**src/rtl/ins_prefetch_queue_if.sv**
```systemverilog
// Bundle of program-memory bus and decoder-side signals for the instruction
// prefetch queue. The master modport is the queue; the slave modport is the
// surrounding memory/decoder environment.
interface ins_prefetch_queue_if #(
  parameter int unsigned DEPTH  = 4,
  parameter int unsigned ADDR_W = 16
);
  localparam int unsigned LVL_W = $clog2(DEPTH) + 1;

  logic [ADDR_W-1:0] mem_addr;
  logic              mem_rd;
  logic              mem_sel;
  logic [7:0]        mem_data;
  logic              bus_busy;
  logic              ins_valid;
  logic [7:0]        ins_byte;
  logic [ADDR_W-1:0] ins_pc;
  logic              ins_pop;
  logic              flush;
  logic [ADDR_W-1:0] flush_pc;
  logic [LVL_W-1:0]  level;

  modport master (
    output mem_addr, mem_rd, mem_sel, ins_valid, ins_byte, ins_pc, level,
    input  mem_data, bus_busy, ins_pop, flush, flush_pc
  );

  modport slave (
    input  mem_addr, mem_rd, mem_sel, ins_valid, ins_byte, ins_pc, level,
    output mem_data, bus_busy, ins_pop, flush, flush_pc
  );
endinterface

```
**src/rtl/ins_prefetch_queue.sv**
```systemverilog
// Instruction prefetch queue: fetches sequential code bytes from program
// memory into a DEPTH-entry FIFO and presents the head byte/address to the
// decoder. Yields to CPU data accesses (bus_busy) and drops everything on flush.
// Optional build macro PREFETCH_STATS_EN adds stat_fetched/stat_flushed counters.
module ins_prefetch_queue #(
  parameter int unsigned       DEPTH       = 4,
  parameter int unsigned       ADDR_W      = 16,
  parameter int unsigned       WAIT_CYCLES = 1,
  parameter logic [ADDR_W-1:0] RESET_PC    = '0
) (
  input  logic                 clk,
  input  logic                 rst,
  ins_prefetch_queue_if.master bus
`ifdef PREFETCH_STATS_EN
  ,
  output logic [15:0]          stat_fetched,
  output logic [15:0]          stat_flushed
`endif
);

  localparam int unsigned PTR_W = $clog2(DEPTH);
  localparam int unsigned LVL_W = PTR_W + 1;
  localparam int unsigned CNT_W = (WAIT_CYCLES > 1) ? $clog2(WAIT_CYCLES) : 1;

  typedef enum logic [0:0] {
    S_IDLE = 1'b0,
    S_READ = 1'b1
  } state_e;

  state_e            state_q, state_d;
  logic [CNT_W-1:0]  cnt_q, cnt_d;
  logic [ADDR_W-1:0] fetch_pc_q, fetch_pc_d;
  logic [ADDR_W-1:0] addr_q, addr_d;
  logic [PTR_W-1:0]  rd_ptr_q, rd_ptr_d;
  logic [PTR_W-1:0]  wr_ptr_q, wr_ptr_d;
  logic [LVL_W-1:0]  level_q, level_d;
  logic [7:0]        data_mem_q [DEPTH];
  logic [ADDR_W-1:0] addr_mem_q [DEPTH];

  logic pop;
  logic capture;
  logic push;
  logic room;
  logic issue;

  // Qualified pop/push strobes and the issue test (slot guaranteed at capture)
  always_comb begin
    pop     = bus.ins_pop && (level_q != '0) && !bus.flush;
    capture = (state_q == S_READ) && (cnt_q == '0);
    push    = capture && !bus.flush;
    room    = (level_q - LVL_W'(pop)) < LVL_W'(DEPTH);
    issue   = (state_q == S_IDLE) && !bus.flush && !bus.bus_busy && room;
  end

  // FSM state register
  always_ff @(posedge clk or posedge rst) begin
    if (rst) begin
      state_q <= S_IDLE;
    end else begin
      state_q <= state_d;
    end
  end

  // FSM next state; flush always returns to IDLE
  always_comb begin
    state_d = state_q;
    if (bus.flush) begin
      state_d = S_IDLE;
    end else begin
      case (state_q)
        S_IDLE:  if (issue) state_d = S_READ;
        S_READ:  if (cnt_q == '0) state_d = S_IDLE;
        default: state_d = S_IDLE;
      endcase
    end
  end

  // FSM/FIFO outputs; head is read straight out of registered storage
  always_comb begin
    bus.mem_rd    = (state_q == S_READ);
    bus.mem_sel   = 1'b0;
    bus.mem_addr  = addr_q;
    bus.ins_valid = (level_q != '0);
    bus.ins_byte  = data_mem_q[rd_ptr_q];
    bus.ins_pc    = addr_mem_q[rd_ptr_q];
    bus.level     = level_q;
  end

  // Fetch address, latched bus address and wait counter next values
  always_comb begin
    cnt_d      = cnt_q;
    addr_d     = addr_q;
    fetch_pc_d = fetch_pc_q;
    if (issue) begin
      addr_d = fetch_pc_q;
      cnt_d  = CNT_W'(WAIT_CYCLES - 1);
    end else if ((state_q == S_READ) && (cnt_q != '0)) begin
      cnt_d = cnt_q - CNT_W'(1);
    end
    if (bus.flush) begin
      fetch_pc_d = bus.flush_pc;
    end else if (push) begin
      fetch_pc_d = fetch_pc_q + ADDR_W'(1);
    end
  end

  // FIFO pointer and occupancy next values
  always_comb begin
    rd_ptr_d = rd_ptr_q;
    wr_ptr_d = wr_ptr_q;
    level_d  = level_q;
    if (bus.flush) begin
      rd_ptr_d = '0;
      wr_ptr_d = '0;
      level_d  = '0;
    end else begin
      if (push) wr_ptr_d = wr_ptr_q + PTR_W'(1);
      if (pop)  rd_ptr_d = rd_ptr_q + PTR_W'(1);
      level_d = level_q + LVL_W'(push) - LVL_W'(pop);
    end
  end

  // Datapath and FIFO control registers
  always_ff @(posedge clk or posedge rst) begin
    if (rst) begin
      cnt_q      <= '0;
      addr_q     <= RESET_PC;
      fetch_pc_q <= RESET_PC;
      rd_ptr_q   <= '0;
      wr_ptr_q   <= '0;
      level_q    <= '0;
    end else begin
      cnt_q      <= cnt_d;
      addr_q     <= addr_d;
      fetch_pc_q <= fetch_pc_d;
      rd_ptr_q   <= rd_ptr_d;
      wr_ptr_q   <= wr_ptr_d;
      level_q    <= level_d;
    end
  end

  // FIFO storage: byte plus the address it was fetched from
  always_ff @(posedge clk or posedge rst) begin
    if (rst) begin
      for (int i = 0; i < int'(DEPTH); i++) begin
        data_mem_q[i] <= '0;
        addr_mem_q[i] <= RESET_PC;
      end
    end else if (push) begin
      data_mem_q[wr_ptr_q] <= bus.mem_data;
      addr_mem_q[wr_ptr_q] <= addr_q;
    end
  end

`ifdef PREFETCH_STATS_EN
  logic [15:0] fetched_q, fetched_d;
  logic [15:0] flushed_q, flushed_d;
  logic        flush_hit;

  // Saturating counters: bytes pushed, and flushes that discarded something
  always_comb begin
    flush_hit = bus.flush && ((level_q != '0) || (state_q == S_READ));
    fetched_d = fetched_q;
    flushed_d = flushed_q;
    if (push && (fetched_q != 16'hFFFF))      fetched_d = fetched_q + 16'd1;
    if (flush_hit && (flushed_q != 16'hFFFF)) flushed_d = flushed_q + 16'd1;
  end

  // Statistics registers, cleared only by rst
  always_ff @(posedge clk or posedge rst) begin
    if (rst) begin
      fetched_q <= '0;
      flushed_q <= '0;
    end else begin
      fetched_q <= fetched_d;
      flushed_q <= flushed_d;
    end
  end

  assign stat_fetched = fetched_q;
  assign stat_flushed = flushed_q;
`endif

endmodule

```
**src/flat_wrapper.sv**
```systemverilog
// flat-port wrapper written by rule: the top's interface ports become plain ports
module ins_prefetch_queue_flat 
#(
  parameter int unsigned       DEPTH       = 4,
  parameter int unsigned       ADDR_W      = 16,
  parameter int unsigned       WAIT_CYCLES = 1,
  parameter logic [ADDR_W-1:0] RESET_PC    = '0
)
  (clk, rst, bus_mem_addr, bus_mem_rd, bus_mem_sel, bus_ins_valid, bus_ins_byte, bus_ins_pc, bus_level, bus_mem_data, bus_bus_busy, bus_ins_pop, bus_flush, bus_flush_pc);
  ins_prefetch_queue_if #(.DEPTH(DEPTH), .ADDR_W(ADDR_W)) bus_i ();
  input  logic clk;
  input  logic rst;
  output wire logic [$bits(bus_i.mem_addr)-1:0] bus_mem_addr;
  output wire logic [$bits(bus_i.mem_rd)-1:0] bus_mem_rd;
  output wire logic [$bits(bus_i.mem_sel)-1:0] bus_mem_sel;
  output wire logic [$bits(bus_i.ins_valid)-1:0] bus_ins_valid;
  output wire logic [$bits(bus_i.ins_byte)-1:0] bus_ins_byte;
  output wire logic [$bits(bus_i.ins_pc)-1:0] bus_ins_pc;
  output wire logic [$bits(bus_i.level)-1:0] bus_level;
  input wire logic [$bits(bus_i.mem_data)-1:0] bus_mem_data;
  input wire logic [$bits(bus_i.bus_busy)-1:0] bus_bus_busy;
  input wire logic [$bits(bus_i.ins_pop)-1:0] bus_ins_pop;
  input wire logic [$bits(bus_i.flush)-1:0] bus_flush;
  input wire logic [$bits(bus_i.flush_pc)-1:0] bus_flush_pc;
  assign bus_mem_addr = bus_i.mem_addr;
  assign bus_mem_rd = bus_i.mem_rd;
  assign bus_mem_sel = bus_i.mem_sel;
  assign bus_ins_valid = bus_i.ins_valid;
  assign bus_ins_byte = bus_i.ins_byte;
  assign bus_ins_pc = bus_i.ins_pc;
  assign bus_level = bus_i.level;
  assign bus_i.mem_data = bus_mem_data;
  assign bus_i.bus_busy = bus_bus_busy;
  assign bus_i.ins_pop = bus_ins_pop;
  assign bus_i.flush = bus_flush;
  assign bus_i.flush_pc = bus_flush_pc;
  ins_prefetch_queue #(.DEPTH(DEPTH), .ADDR_W(ADDR_W), .WAIT_CYCLES(WAIT_CYCLES), .RESET_PC(RESET_PC)) u_core (.clk(clk), .rst(rst), .bus(bus_i));
endmodule
```
**config.mk**
```make
export PLATFORM = sky130hd
export DESIGN_NAME = ins_prefetch_queue_flat
export DESIGN_NICKNAME = d
export VERILOG_FILES = /design/src/rtl/ins_prefetch_queue_if.sv /design/src/rtl/ins_prefetch_queue.sv /design/src/flat_wrapper.sv
export SDC_FILE = /design/constraint.sdc
export NUM_CORES = 1
export LEC_CHECK = 0
export ABC_AREA = 1
export CELL_PAD_IN_SITES_DETAIL_PLACEMENT = 0
export CELL_PAD_IN_SITES_GLOBAL_PLACEMENT = 1
export CORE_UTILIZATION = 45
export DETAILED_ROUTE_END_ITERATION = 10
export PLACE_DENSITY_LB_ADDON = 0.1
export SYNTH_ARGS = -nofsm -noshare
export SYNTH_HDL_FRONTEND = slang
export SYNTH_SLANG_ARGS = --single-unit
```
**constraint.sdc**
```tcl
create_clock -name clk -period 6.9 [get_ports clk]
set_input_delay 0.69 -clock clk [delete_from_list [all_inputs] [get_ports clk]]
set_output_delay 0.69 -clock clk [all_outputs]
set_load 0.01 [all_outputs]
```
**Yosys cells after proc, flatten, opt, wreduce, memory -nomap -nowiden**

Index checks and enable logic that the tools add are counted.

- Bits of input ports: 29
- Register bits after elaboration: 137
- Logic and storage cells: 70
- Output and inout port bits: 46

- Reductions and logical operators: 15
- Multiplexer cells: 25
- $lt $le $gt $ge: 4
- Bitwise gates (word level): 4
- Add/sub/neg operators: 7

Operators with widths:

| kind | number |
|---|---|
| $mux 16 | 5 |
| $bwmux 64 | 1 |
| $bmux 16 s2 | 1 |
| $bwmux 32 | 1 |
| $demux 16 s2 | 1 |
| $mux 8 | 3 |
| $add 16x1->16 const B | 1 |
| $bmux 8 s2 | 1 |
| $demux 8 s2 | 1 |
| $logic_and 1x1->1 | 9 |
| $mux 2 | 4 |
| $ge 3x3->1 const B | 2 |
| $not 2->3 | 2 |
| $reduce_bool 2->1 | 3 |
| $sub 3x1->3 | 2 |
| $mux 1 | 5 |
| $add 2x1->2 const B | 2 |
| $add 3x1->3 | 1 |
| $lt 3x1->1 const B | 1 |
| $lt 3x3->1 const B | 1 |
| $mux 3 | 1 |
| $reduce_bool 3->1 | 1 |
| $logic_not 1->1 | 2 |
| $not 1->1 | 2 |
| 2 further kinds | 2 |

**Logic depth before layout (Yosys ltp)**

Gate-level depths: netlist of the first run.

- Depth after elaboration: 9
- Gate-level depth with buffers: 11
- Depth with buffers taken out: 11

**Worst setup path before layout of the first run**

No wires, ideal clock.

- Path kind: in2reg
- Start: input port bus_flush
- End: register u_core.level_q[2] (netlist: u_core.bus.level[2])
- Slack: 4.708 ns
- Path buffers: 1
- Stages: 9
- Arrival: 2.060 ns
- Setup time: 0.132 ns
- Required time: 6.768 ns
- Path through: clkbuf_1 -> nor2_1 -> ha_1 -> inv_1 -> ha_1 -> inv_1 -> fa_1 -> xor2_1 -> nor2_1

- Cells in the longest elaborated chain, start to end: 5
- Elaborated cells on any way between the ends: 6
- Those cells by class: add/sub (2); mux (1); reduce/logical (3)

Ends and longest elaborated chain:

| element | RTL line | RTL |
|---|---|---|
| start: declaration | flat_wrapper.sv:23 | `input wire logic [$bits(bus_i.flush)-1:0] bus_flush;` |
| $logic_not 1->1 | ins_prefetch_queue.sv:48, ins_prefetch_queue.sv:50 |  |
| $logic_and 1x1->1 | ins_prefetch_queue.sv:50 | `push = capture && !bus.flush;` |
| $add 3x1->3 | ins_prefetch_queue.sv:119 | `level_d = level_q + LVL_W'(push) - LVL_W'(pop);` |
| $sub 3x1->3 | ins_prefetch_queue.sv:119 |  |
| $mux 3 (*) | ins_prefetch_queue.sv:112 | `if (bus.flush) begin` |
| named net u_core.level_d[2] | ins_prefetch_queue.sv:36 | `logic [LVL_W-1:0] level_q, level_d;` |
| end signal: assignment | ins_prefetch_queue.sv:138 | `level_q <= level_d;` |
| end: declaration | ins_prefetch_queue.sv:36 |  |

The timed path passes the listed nets; every way through them passes the cells marked *.
A chain may end at the register's enable or synchronous reset.

**Worst setup path after layout of the first run**

- Start: register u_core.rd_ptr_q[1]
- End: output port bus_ins_pc[12]

- Cells in the longest elaborated chain, start to end: 4

Ends and longest elaborated chain:

| element | RTL line | RTL |
|---|---|---|
| start: declaration | ins_prefetch_queue.sv:34 | `logic [PTR_W-1:0] rd_ptr_q, rd_ptr_d;` |
| start signal: assignment | ins_prefetch_queue.sv:136 | `rd_ptr_q <= rd_ptr_d;` |
| $not 2->3 (not written as such) | ins_prefetch_queue.sv:85 | `bus.ins_pc = addr_mem_q[rd_ptr_q];` |
| $bmux 16 s2 | ins_prefetch_queue.sv:85 |  |
| $mux 16 (not written as such) (2 in a row) | ins_prefetch_queue.sv:85 |  |
| end: declaration | flat_wrapper.sv:18 | `output wire logic [$bits(bus_i.ins_pc)-1:0] bus_ins_pc;` |

No other way between the ends. The select of a mux whose other input is x is not followed.

==> results by group, run 1 <==
Clock tree
  – Number of buffers inserted for hold repair after clock tree synthesis: 0
  – Clock Latency Late Sink: a little over 400 ps
  – Clock transition at the register clock pins on the worst setup and hold paths after CTS: 60 ps
  – Library cell used as clock root buffer: sky130_fd_sc_hd__clkbuf_16
  – Number of buffers added for setup after CTS: 0
  – Htree depth: 4
  – Maximum clock insertion buffer count: 2
  – Total number of clock tree sinks: approximately 140
  – Total CTS buffers: 17
  – Post-cts gate resize count: 0
  – CTS tree: yes

Global routing
  – Overall global routing resource usage: between 20 and 25%
  – Via count of the first global-routing pass: 5056
  – Total overflow reported by the global router: 0
  – Wire length of the first global-routing pass: 25.4 mm
  – Met1 Track Usage GR: between 30% and 40%
  – Met2 Track Usage GR: between 30% and 40%
  – Maximum number of pins on one net before global-route repair: 85
  – Most utilized layer in the global route result: met2
  – Number of antenna violations at the first check in global routing: 0
  – Met3 global-route usage: approximately 6.0%

Finish
  – Antenna Cells: 0
  – Net count reported at finish: 837
  – Proportion of layout cells with a drive suffix above 1: between 6 and 7%
  – Area added between synthesis and finish: 21.8%

Route
  – Vias per cell: between 5 and 6
  – Initial detailed-routing violation count: 410
  – Count of TritonRoute iterations in the first routing pass: 5
  – Average wire length per cell after detail routing: between 15 and 20 um
  – Count of nets left with antenna violations after detail routing: 0
  – Total number of vias: around 5200
  – Remaining routing DRC violations: 0
  – Final routed wirelength across all metal layers: approximately 15 mm

Outcome
  – Run status: complete, no violations

Placed design
  – GPL Wtd Cong: ~0.83
  – Placed wire-length estimate after detailed placement: roughly 9.5 mm
  – Quantity of I/O buffers inserted on ports: between 70 and 80

Floorplanning
  – CORE AREA: roughly 0.014 mm2
  – Initial Utilization: 46.9%
  – Number of placement rows: 42
  – Chip height: between 100 and 150 um
  – Die boundary width: ~120 um
  – I/O pin count: between 70 and 80
  – Die ar.: ~0.015 mm2

Synthesis
  – Count of warnings emitted by yosys: 0
  – Syn Std Cell Area: between 0.006 and 0.007 mm2
  – Total of flip-flops plus latches after synthesis: ~140
  – Count of cell types in the netlist: 29
  – Mapped Nets: 785
  – Post-Syn Instances: roughly 750
  – Part of the Yosys area used for sequential elements: 54.1%
  – Avg Synthesized Cell Area: between 8 and 9 um2

STA
  – Final setup violating endpoints: 0
  – Worst-case hold slack: 480 ps
  – Crit share post-route: about 57%
  – Clock period minus worst slack: 3930 ps
  – Setup repair after global routing missed its margin: false
  – Maximum clock frequency: between 200 and 300 MHz
  – Final Skew: between 8 and 9 ps
  – Worst-Margin Slew: approximately 1100 ps
  – Final-layout setup total negative slack: 0 ps
  – Fin. max-slew vios: 0
  – Hold violation count in the final report: 0
  – Worst slew margin relative to its limit: roughly a quarter

Hold path
  – HP Class: flip-flop to flip-flop

Setup path
  – Largest delay share family, worst path: buffers and inverters
  – CP Buf/Inv Count: 2
  – CP Data Arrival Time: 3240 ps
  – Category of the most critical setup path: flip-flop to output port
  – Cell with the largest stage delay on the worst path: sky130_fd_sc_hd__inv_1
  – Required time of the critical path: 6210 ps
  – Cells traversed along the worst timing path: inv_1 -> o21ai_0 -> o22ai_1 -> clkdlybuf4s50_1
  – Maximum fanout count along the critical path: 27
  – Sort of element at the start of the critical path: flip-flop
  – Stage delay of the slowest cell on the critical path: just under 900 ps
  – Worst Setup End Kind: output port

Power and ir drop
  – Leakage power: approximately 3.5 nW
  – PD cells: ~390 mW/mm2
  – Worst ir drop on vdd: between 0.15 and 0.2 mV

Job
  – # Max-Cap Violations: 0
==> Yosys cell counts (all sizes together) <==
library cell	n	area (um2)
fa	1	20.0
inv	60	225
nand3	19	95.1
a21oi	4	20.0
dfrtp	137	3430
and3	1	6.26
o221ai	1	8.76
ha	8	100
conb	1	3.75
xnor2	3	26.3
buf	21	176
nand2	182	691
o211ai	4	30.0
nor2	75	292
nor3	4	20.0
nand4	4	25.0
a31oi	1	6.26
o22ai	25	156
o21ai	171	901
xor2	2	17.5
clkbuf	23	86.3
==> sequential cells by signal (all words and copies together) (netlist names) <==
| name | flops |
|---|---|
| u_core.bus.level | 3 |
| u_core.addr_mem_q | 64 |
| u_core.wr_ptr_q | 2 |
| u_core.fetch_pc_q | 16 |
| u_core.bus.mem_addr | 16 |
| u_core.rd_ptr_q | 2 |
| u_core.bus.mem_rd | 1 |
| u_core.data_mem_q | 32 |
| u_core.cnt_q | 1 |
==> worst paths after layout <==
| path | start | to | depth (start not counted) | slack (ps) |
|---|---|---|---|---|
| max in group asynchronous | rst | u_core.bus.mem_addr[1] | 3 | 4710 |
| worst min-delay path | u_core.addr_mem_q[38] | u_core.addr_mem_q[38] | 2 | 480 |
| min in group asynchronous | rst | u_core.bus.level[2] | 2 | 870 |
| worst min register to register | u_core.addr_mem_q[38] | u_core.addr_mem_q[38] | 2 | 480 |
| worst max register to register | u_core.bus.level[1] | u_core.bus.mem_addr[1] | 10 | 4380 |
| worst max-delay path | u_core.rd_ptr_q[1] | bus_ins_pc[12] | 4 | 2970 |
==> cell type report <==
class | instances | area [um2]
clock buffer | 21 | 470
clock inverter | 11 | 193
fill | 1211 | 5790
inverter | 60 | 228
multi-input combinational | 506 | 2420
sequential | 137 | 3430
tap | 176 | 220
timing repair buffer | 77 | 761
==> per-stage QoR <==
| stage | util (%) | instance area (um2) | setup slack [ps] | cells | power [mW] |
|---|---|---|---|---|---|
| 6_report | 57.2 | 7720 | 2970 | 988 | 3.00 |
| 5_1_grt | 57.2 | 7720 | 2840 | 988 | 3.16 |
| 4_1_cts | 57.2 | 7720 | 3000 | 988 | 3.02 |
| 3_5_place_dp | 52.2 | 7060 | 3280 | 956 | 2.00 |
| 3_3_place_gp | 52.2 | 7060 | 3330 | 956 | 1.99 |
| 2_1_floorplan | - | 6330 | 2540 | 747 | 1.55 |
==> tightest hold or removal path: stages (launching register included) <==
cell and delay (ps):
sky130_fd_sc_hd__dfrtp_1 330, sky130_fd_sc_hd__nand2_1 50, sky130_fd_sc_hd__o21ai_0 60
==> cells by family after synthesis <==
logic type                 count (synthesis)  share of synthesized area, %
DFF                                      137                          54.1
other                                      1                        0.0592
xor gates and xnor gates                   5                         0.691
buffers and inverters                    104                          7.70
and+or+nand+nor                          285                          17.8
AOI/OAI and AO/OA                        206                          17.7
adders and majority gates                  9                          1.90
==> layer usage <==
metal | share of wire, % | vias to the layer above | wire, um
met5 | 0 | - | 0
met4 | 1.3 | 0 | 192
met3 | 4.4 | 14 | 669
met2 | 48 | 131 | 7330
met1 | 47 | 2519 | 7160
li1 | - | 2543 | -
==> power by group <==
| group | internal (mW) | total [mW] | switching [mW] |
|---|---|---|---|
| clock network | 0.670 | 1.01 | 0.339 |
| logic | 0.426 | 0.898 | 0.472 |
| registers | 0.961 | 1.09 | 0.131 |
==> placed cells by master, fill, tap and decap left out <==
cell type	n
sky130_fd_sc_hd__nand3_1	19
sky130_fd_sc_hd__clkinv_2	2
sky130_fd_sc_hd__o22ai_1	25
sky130_fd_sc_hd__dfrtp_1	137
sky130_fd_sc_hd__clkinvlp_4	2
sky130_fd_sc_hd__xnor2_1	3
sky130_fd_sc_hd__clkinv_4	2
sky130_fd_sc_hd__a31oi_1	1
sky130_fd_sc_hd__nor2_4	1
sky130_fd_sc_hd__o221ai_1	1
sky130_fd_sc_hd__inv_4	1
sky130_fd_sc_hd__xor2_1	2
sky130_fd_sc_hd__buf_4	4
sky130_fd_sc_hd__clkinv_1	1
sky130_fd_sc_hd__a21oi_1	4
sky130_fd_sc_hd__bufinv_16	5
sky130_fd_sc_hd__o21ai_2	12
sky130_fd_sc_hd__clkbuf_16	17
sky130_fd_sc_hd__o21ai_1	52
sky130_fd_sc_hd__fa_1	1
sky130_fd_sc_hd__o211ai_1	4
sky130_fd_sc_hd__and3_1	1
sky130_fd_sc_hd__inv_1	56
sky130_fd_sc_hd__nand2_2	3
sky130_fd_sc_hd__conb_1	1
sky130_fd_sc_hd__o21ai_0	107
sky130_fd_sc_hd__inv_2	2
sky130_fd_sc_hd__nor2_1	73
sky130_fd_sc_hd__clkbuf_8	3
sky130_fd_sc_hd__clkdlybuf4s50_1	73
sky130_fd_sc_hd__nor3_1	4
sky130_fd_sc_hd__clkbuf_1	1
sky130_fd_sc_hd__ha_1	8
sky130_fd_sc_hd__nand2_1	179
sky130_fd_sc_hd__nand4_1	4
sky130_fd_sc_hd__nor2_2	1
Power figures use the tool's default switching activity.
==> run 2, diff against run 1 <==
--- a/config.mk
+++ b/config.mk
@@ -8,7 +8,7 @@
 export ABC_AREA = 1
 export CELL_PAD_IN_SITES_DETAIL_PLACEMENT = 0
 export CELL_PAD_IN_SITES_GLOBAL_PLACEMENT = 1
-export CORE_UTILIZATION = 45
+export CORE_UTILIZATION = 38
 export DETAILED_ROUTE_END_ITERATION = 10
 export PLACE_DENSITY_LB_ADDON = 0.1
 export SYNTH_ARGS = -nofsm -noshare
==> constraint.sdc (replaced) <==
create_clock -name clk -period 3.3 [get_ports clk]
set_input_delay 0.33 -clock clk [delete_from_list [all_inputs] [get_ports clk]]
set_output_delay 0.33 -clock clk [all_outputs]
set_load 0.01 [all_outputs]
==> results by group, run 2 (synthesis results as in run 1) <==
Clock tree
  – Number of buffers inserted for hold repair after clock tree synthesis: 0 (unchanged)
  – Maximum clock insertion buffer count: 2 (unchanged)
  – Total number of clock tree sinks: 137 (unchanged)
  – Clock Latency Late Sink: 410 ps (about the same)
  – Htree depth: 4 (unchanged)
  – Library cell used as clock root buffer: sky130_fd_sc_hd__clkbuf_16 (unchanged)
  – Clock transition at the register clock pins on the worst setup and hold paths after CTS: 50 ps (was 60 ps)
  – Post-cts gate resize count: 0 (unchanged)
  – Total CTS buffers: 17 (unchanged)
  – Number of buffers added for setup after CTS: 0 (unchanged)
  – CTS tree: yes (unchanged)

STA
  – Final setup violating endpoints: 0 (unchanged)
  – Final-layout setup total negative slack: 0 ps (unchanged)
  – Setup repair after global routing missed its margin: false (unchanged)
  – Worst-Margin Slew: 702 ps (was 1110 ps)
  – Final Skew: 5.29 ps (was 8.99 ps)
  – Crit share post-route: 82.6%
  – Min setup slack post-route: 573 ps (was 2970 ps)
  – Clock period minus worst slack: between 2000 and 3000 ps
  – Fin. max-slew vios: 0 (unchanged)
  – Worst slew margin relative to its limit: 53.1% (was 26.2%)
  – Worst-case hold slack: 377 ps (was 480 ps)
  – Maximum clock frequency: 367 MHz
  – Hold violation count in the final report: 0 (unchanged)

Route
  – Total number of vias: 5155 (was 5207)
  – Average wire length per cell after detail routing: 15.2 um (was 15.5 um)
  – Initial detailed-routing violation count: 243 (was 410)
  – Vias per cell: 4.97 (was 5.27)
  – Remaining routing DRC violations: 0 (unchanged)
  – Count of nets left with antenna violations after detail routing: 0 (unchanged)
  – Count of TritonRoute iterations in the first routing pass: 4 (was 5)
  – Final routed wirelength across all metal layers: 15.8 mm (was 15.4 mm)

Setup path
  – CP Buf/Inv Count: 3 (was 2)
  – Largest delay share family, worst path: buffers and inverters (unchanged)
  – Maximum fanout count along the critical path: 16 (was 27)
  – Worst-case register-to-register setup slack: 1270 ps (was 4380 ps)
  – Sort of element at the start of the critical path: flip-flop (unchanged)
  – CP Data Arrival Time: 2400 ps (was 3240 ps)
  – Category of the most critical setup path: flip-flop to output port (unchanged)
  – Worst Setup End Kind: output port (unchanged)
  – Cell with the largest stage delay on the worst path: sky130_fd_sc_hd__clkdlybuf4s50_1 (was sky130_fd_sc_hd__inv_1)
  – Stage delay of the slowest cell on the critical path: 570 ps (was 870 ps)
  – Cells traversed along the worst timing path: inv_1 -> buf_4 -> o21ai_0 -> o22ai_1 -> clkdlybuf4s50_1 (was inv_1 -> o21ai_0 -> o22ai_1 -> clkdlybuf4s50_1)
  – Required time of the critical path: 2970 ps (was 6210 ps)

Placed design
  – GPL Wtd Cong: 0.802 (was 0.829)
  – Placed wire-length estimate after detailed placement: 10.2 mm (was 9.54 mm)
  – Quantity of I/O buffers inserted on ports: 73 (unchanged)
  – Setup slack after placement: 885 ps (was 3280 ps)

Global routing
  – Overall global routing resource usage: 19.7% (was 22.7%)
  – Wire length of the first global-routing pass: 26.6 mm (was 25.4 mm)
  – Via count of the first global-routing pass: 5073 (was 5056)
  – Maximum number of pins on one net before global-route repair: 61 (was 85)
  – Number of antenna violations at the first check in global routing: 0 (unchanged)
  – Total overflow reported by the global router: 0 (unchanged)

Floorplanning
  – Number of placement rows: 46 (was 42)
  – Die boundary width: 131 um (was 121 um)
  – I/O pin count: 75 (unchanged)
  – Initial Utilization: 39.4% (was 46.9%)
  – CORE AREA: 0.0161 mm2 (was 0.0135 mm2)
  – Die ar.: 0.0172 mm2 (was 0.0146 mm2)
  – Chip height: 131 um (was 121 um)

Finish
  – Max FFs per register: 64 (unchanged)
  – Antenna Cells: 0 (unchanged)
  – Largest register by flop count: u_core.addr_mem_q (unchanged)
  – Net count reported at finish: 848 (was 837)
  – Proportion of layout cells with a drive suffix above 1: 7.19% (was 6.77%)
  – Most common cell after layout, fill and taps aside: sky130_fd_sc_hd__nand2_1 (unchanged)
  – Fillcell total: 1584 (was 1211)
  – Leading cell types in the layout, fill and taps excluded: 179 x sky130_fd_sc_hd__nand2_1, 137 x sky130_fd_sc_hd__dfrtp_1, 107 x sky130_fd_sc_hd__o21ai_0 (unchanged)
  – Core occupancy in the finished layout: 48.4% (was 57.2%)
  – Largest registers: u_core.addr_mem_q: 64 flops, u_core.data_mem_q: 32 flops (unchanged)
  – Area added between synthesis and finish: 22.6% (was 21.8%)

Outcome
  – Run status: complete, no violations (unchanged)

Power and ir drop
  – Worst ir drop on vdd: 0.391 mV (was 0.189 mV)
  – PD cells: 766 mW/mm2 (was 389 mW/mm2)
  – Leakage power: 3.56 nW (was 3.55 nW)

Job
  – # Max-Cap Violations: 0 (unchanged)

Hold path
  – HP Class: input pin to asynchronous set/reset pin (was flip-flop to flip-flop)
==> run 2: changes by cell type in the layout (fill, tap and decap cells not counted), sizes merged <==
cell      before  now
buf            4   15
bufinv         5    1
clkbuf        21   28
clkinv         5    1
clkinvlp       2    1
==> run 2: routing by layer <==
metal	vias up	part of all wire, %	track usage [%]
met5	-	0	0
met4	0	1.2	6.08
met3	13	2.8	3.51
met2	86	48	32.3
met1	2470	48	26.4
li1	2586	-	-
==> run 2: power breakdown <==
part	internal [mW]	switching, mW	leakage, nW
sequential	2.01	0.272	1.83
clock	1.13	0.653	0.271
combinational	0.904	0.982	1.46
==> run 2: cell type report <==
class                           count  area, um2  share of cell area [%]
Sequential cell                   137       3430                    44.1
Multi-Input combinational cell    506       2420                    31.1
Timing Repair Buffer               88        868                    11.2
Clock buffer                       28        517                    6.65
Tap cell                          216        270                    3.48
Inverter                           60        229                    2.95
Clock inverter                      2       35.0                   0.451
==> run 2: path summary, 6_finish.rpt <==
check	start	to	cells after the start
worst min register to register	u_core.addr_mem_q[23]	u_core.addr_mem_q[23]	2
worst max-delay path	u_core.rd_ptr_q[1]	bus_ins_pc[2]	5
max in group asynchronous	rst	u_core.bus.mem_addr[12]	3
min in group clk	u_core.addr_mem_q[23]	u_core.addr_mem_q[23]	2
worst max register to register	u_core.bus.level[1]	u_core.bus.level[2]	11
worst min-delay path	rst	u_core.data_mem_q[16]	2
==> run 2: stage by stage <==
step	instance area [um2]	power [mW]	cells
floorplan	6340	3.24	747
global placement	7210	4.19	1007
detailed placement	7210	4.22	1007
CTS	7770	6.02	1037
global route	7770	6.32	1037
finish	7770	5.95	1037
==> run 3, diff against run 2 <==
==> constraint.sdc (replaced) <==
create_clock -name clk -period 2.36 [get_ports clk]
set_input_delay 0.236 -clock clk [delete_from_list [all_inputs] [get_ports clk]]
set_output_delay 0.236 -clock clk [all_outputs]
set_load 0.01 [all_outputs]
==> results by group, run 3 (synthesis results as in run 1) <==
Outcome
  – Run status: complete, no violations (unchanged)

Clock tree
  – Total number of clock tree sinks: 137 (unchanged)
  – Htree depth: 4 (unchanged)
  – Number of buffers added for setup after CTS: 0 (unchanged)
  – Number of buffers inserted for hold repair after clock tree synthesis: 0 (unchanged)
  – Maximum clock insertion buffer count: 2 (unchanged)
  – CTS tree: yes (unchanged)
  – Clock transition at the register clock pins on the worst setup and hold paths after CTS: 60 ps (was 50 ps)
  – Library cell used as clock root buffer: sky130_fd_sc_hd__clkbuf_16 (unchanged)
  – Total CTS buffers: 17 (unchanged)
  – Clock Latency Late Sink: 410 ps (about the same)

Floorplanning
  – CORE AREA: 0.0161 mm2 (unchanged)
  – Die ar.: 0.0172 mm2 (unchanged)
  – Die boundary width: 131 um (unchanged)
  – Number of placement rows: 46 (unchanged)
  – Initial Utilization: 39.4% (unchanged)
  – Chip height: 131 um (unchanged)
  – I/O pin count: 75 (unchanged)

Global routing
  – Total overflow reported by the global router: 0 (unchanged)
  – Wire length of the first global-routing pass: 26.3 mm (was 26.6 mm)
  – Overall global routing resource usage: 19.6% (was 19.7%)
  – Via count of the first global-routing pass: 5071 (was 5073)
  – Maximum number of pins on one net before global-route repair: 69 (was 61)
  – Number of antenna violations at the first check in global routing: 0 (unchanged)

Setup path
  – Worst Setup End Kind: output port (unchanged)
  – Required time of the critical path: 2120 ps (was 2970 ps)
  – Worst-case register-to-register setup slack: 300 ps (was 1270 ps)
  – Category of the most critical setup path: flip-flop to output port (unchanged)
  – Reg-to-reg critical path endpoint: u_core.bus.level[2] (unchanged)
  – Critical R2R Launch: u_core.bus.level[1] (unchanged)
  – Sort of element at the start of the critical path: flip-flop (unchanged)
  – Cell count of the worst reg-to-reg path: 11 (unchanged)
  – Maximum fanout count along the critical path: 25 (was 16)
  – CP Data Arrival Time: 2030 ps (was 2400 ps)

Finish
  – Core occupancy in the finished layout: 49.1% (was 48.4%)
  – Sequential cell area: 0.00343 mm2 (unchanged)
  – Net count reported at finish: 849 (was 848)
  – Area added between synthesis and finish: 24.4% (was 22.6%)
  – Leading cell types in the layout, fill and taps excluded: 179 x sky130_fd_sc_hd__nand2_1, 137 x sky130_fd_sc_hd__dfrtp_1, 107 x sky130_fd_sc_hd__o21ai_0 (unchanged)
  – Proportion of layout cells with a drive suffix above 1: 8.01% (was 7.19%)
  – Max FFs per register: 64 (unchanged)
  – Largest register by flop count: u_core.addr_mem_q (unchanged)
  – Antenna Cells: 0 (unchanged)
  – Most common cell after layout, fill and taps aside: sky130_fd_sc_hd__nand2_1 (unchanged)
  – Largest registers: u_core.addr_mem_q: 64 flops, u_core.data_mem_q: 32 flops (unchanged)
  – Fillcell total: 1529 (was 1584)
  – Multi-input gate area in the final layout: 0.00242 mm2 (unchanged)

Power and ir drop
  – Worst ir drop on vdd: 0.531 mV (was 0.391 mV)
  – Design Power: 8.43 mW (was 5.95 mW)
  – PD cells: 1070 mW/mm2 (was 766 mW/mm2)
  – Leakage power: 3.69 nW (was 3.56 nW)

Hold path
  – HP Class: input pin to asynchronous set/reset pin (unchanged)

Route
  – Average wire length per cell after detail routing: 15.5 um (was 15.2 um)
  – Initial detailed-routing violation count: 392 (was 243)
  – Remaining routing DRC violations: 0 (unchanged)
  – Count of TritonRoute iterations in the first routing pass: 5 (was 4)
  – Total number of vias: 5161 (was 5155)
  – Final routed wirelength across all metal layers: 16.2 mm (was 15.8 mm)
  – Vias per cell: 4.96 (was 4.97)
  – Count of nets left with antenna violations after detail routing: 0 (unchanged)

STA
  – Final setup violating endpoints: 0 (unchanged)
  – Final-layout setup total negative slack: 0 ps (unchanged)
  – Worst-Margin Slew: 557 ps (was 702 ps)
  – Maximum clock frequency: ~440 MHz
  – Fin. max-slew vios: 0 (unchanged)
  – Clock period minus worst slack: ~2300 ps
  – Hold violation count in the final report: 0 (unchanged)
  – Final Skew: 7.02 ps (was 5.29 ps)
  – Setup repair after global routing missed its margin: false (unchanged)
  – Crit share post-route: 96.0%
  – Worst slew margin relative to its limit: 62.9% (was 53.1%)

Placed design
  – GPL Wtd Cong: 0.838 (was 0.802)
  – Quantity of I/O buffers inserted on ports: 73 (unchanged)
  – Placed wire-length estimate after detailed placement: 10.2 mm (about the same)

Job
  – # Max-Cap Violations: 0 (unchanged)
==> run 3: cell count changes in the layout (fill, tap and decap cells not counted), sizes merged <==
| cell | before | now |
|---|---|---|
| clkinv | 1 | 8 |
| clkdlybuf4s50 | 73 | 67 |
| dlymetal6s2s | 0 | 6 |
| clkbuf | 28 | 23 |
| bufinv | 1 | 2 |
==> run 3: worst max-delay path by stage <==
stage | slack (ps) | from | end
finish | 100 | u_core.rd_ptr_q[0] | bus_ins_pc[10]
floorplan | 370 | u_core.bus.level[1] | u_core.bus.level[2]
detailed placement | 250 | bus_ins_pop | u_core.bus.level[2]
global placement | 290 | bus_flush | u_core.bus.level[2]
CTS | 20 | u_core.rd_ptr_q[0] | bus_ins_pc[13]
global route | 20 | u_core.rd_ptr_q[0] | bus_ins_pc[10]
==> run 3: layer usage <==
metal	routed length (um)	global-route usage, %	up-vias	part of all wire [%]
met3	692	4.13	16	4.3
met5	0	0	-	0
met2	7580	32.1	123	47
li1	-	-	2574	-
met4	235	6.73	0	1.5
met1	7650	25.7	2448	47
==> run 3: final cells by class <==
class | count | share of cell area (%)
sequential | 137 | 43.5
clock buffer | 22 | 5.89
inverter | 60 | 2.91
multi-input combinational | 506 | 30.7
tap | 216 | 3.43
clock inverter | 10 | 1.27
timing repair buffer | 89 | 12.3
==> run 3: what timing repair did <==
action	CTS	global route
endpoints found under the hold margin	0	0
gates resized for setup	0	7
setup endpoints to repair	0	7
==> run 3: power by group <==
part | switching, mW | internal (mW)
Sequential | 0.371 | 2.81
Clock | 0.951 | 1.59
Combinational | 1.40 | 1.31
==> run 3: worst max-delay path, cell delays in order (launching register included) <==
cell and delay [ps]:
sky130_fd_sc_hd__dfrtp_1 410, sky130_fd_sc_hd__inv_2 160, sky130_fd_sc_hd__buf_12 190, sky130_fd_sc_hd__nor2_1 50
sky130_fd_sc_hd__o22ai_1 210, sky130_fd_sc_hd__clkdlybuf4s50_1 580
==> run 3: stage by stage <==
stage	area, um2	setup slack, ps	cells	hold WS (ps)
after detailed placement	7280	253	1007	466
after global routing	7880	15.4	1040	245
after global placement	7280	289	1007	461
final	7880	95.0	1040	206
after CTS	7840	20.9	1039	213
after floorplan	6340	366	747	363
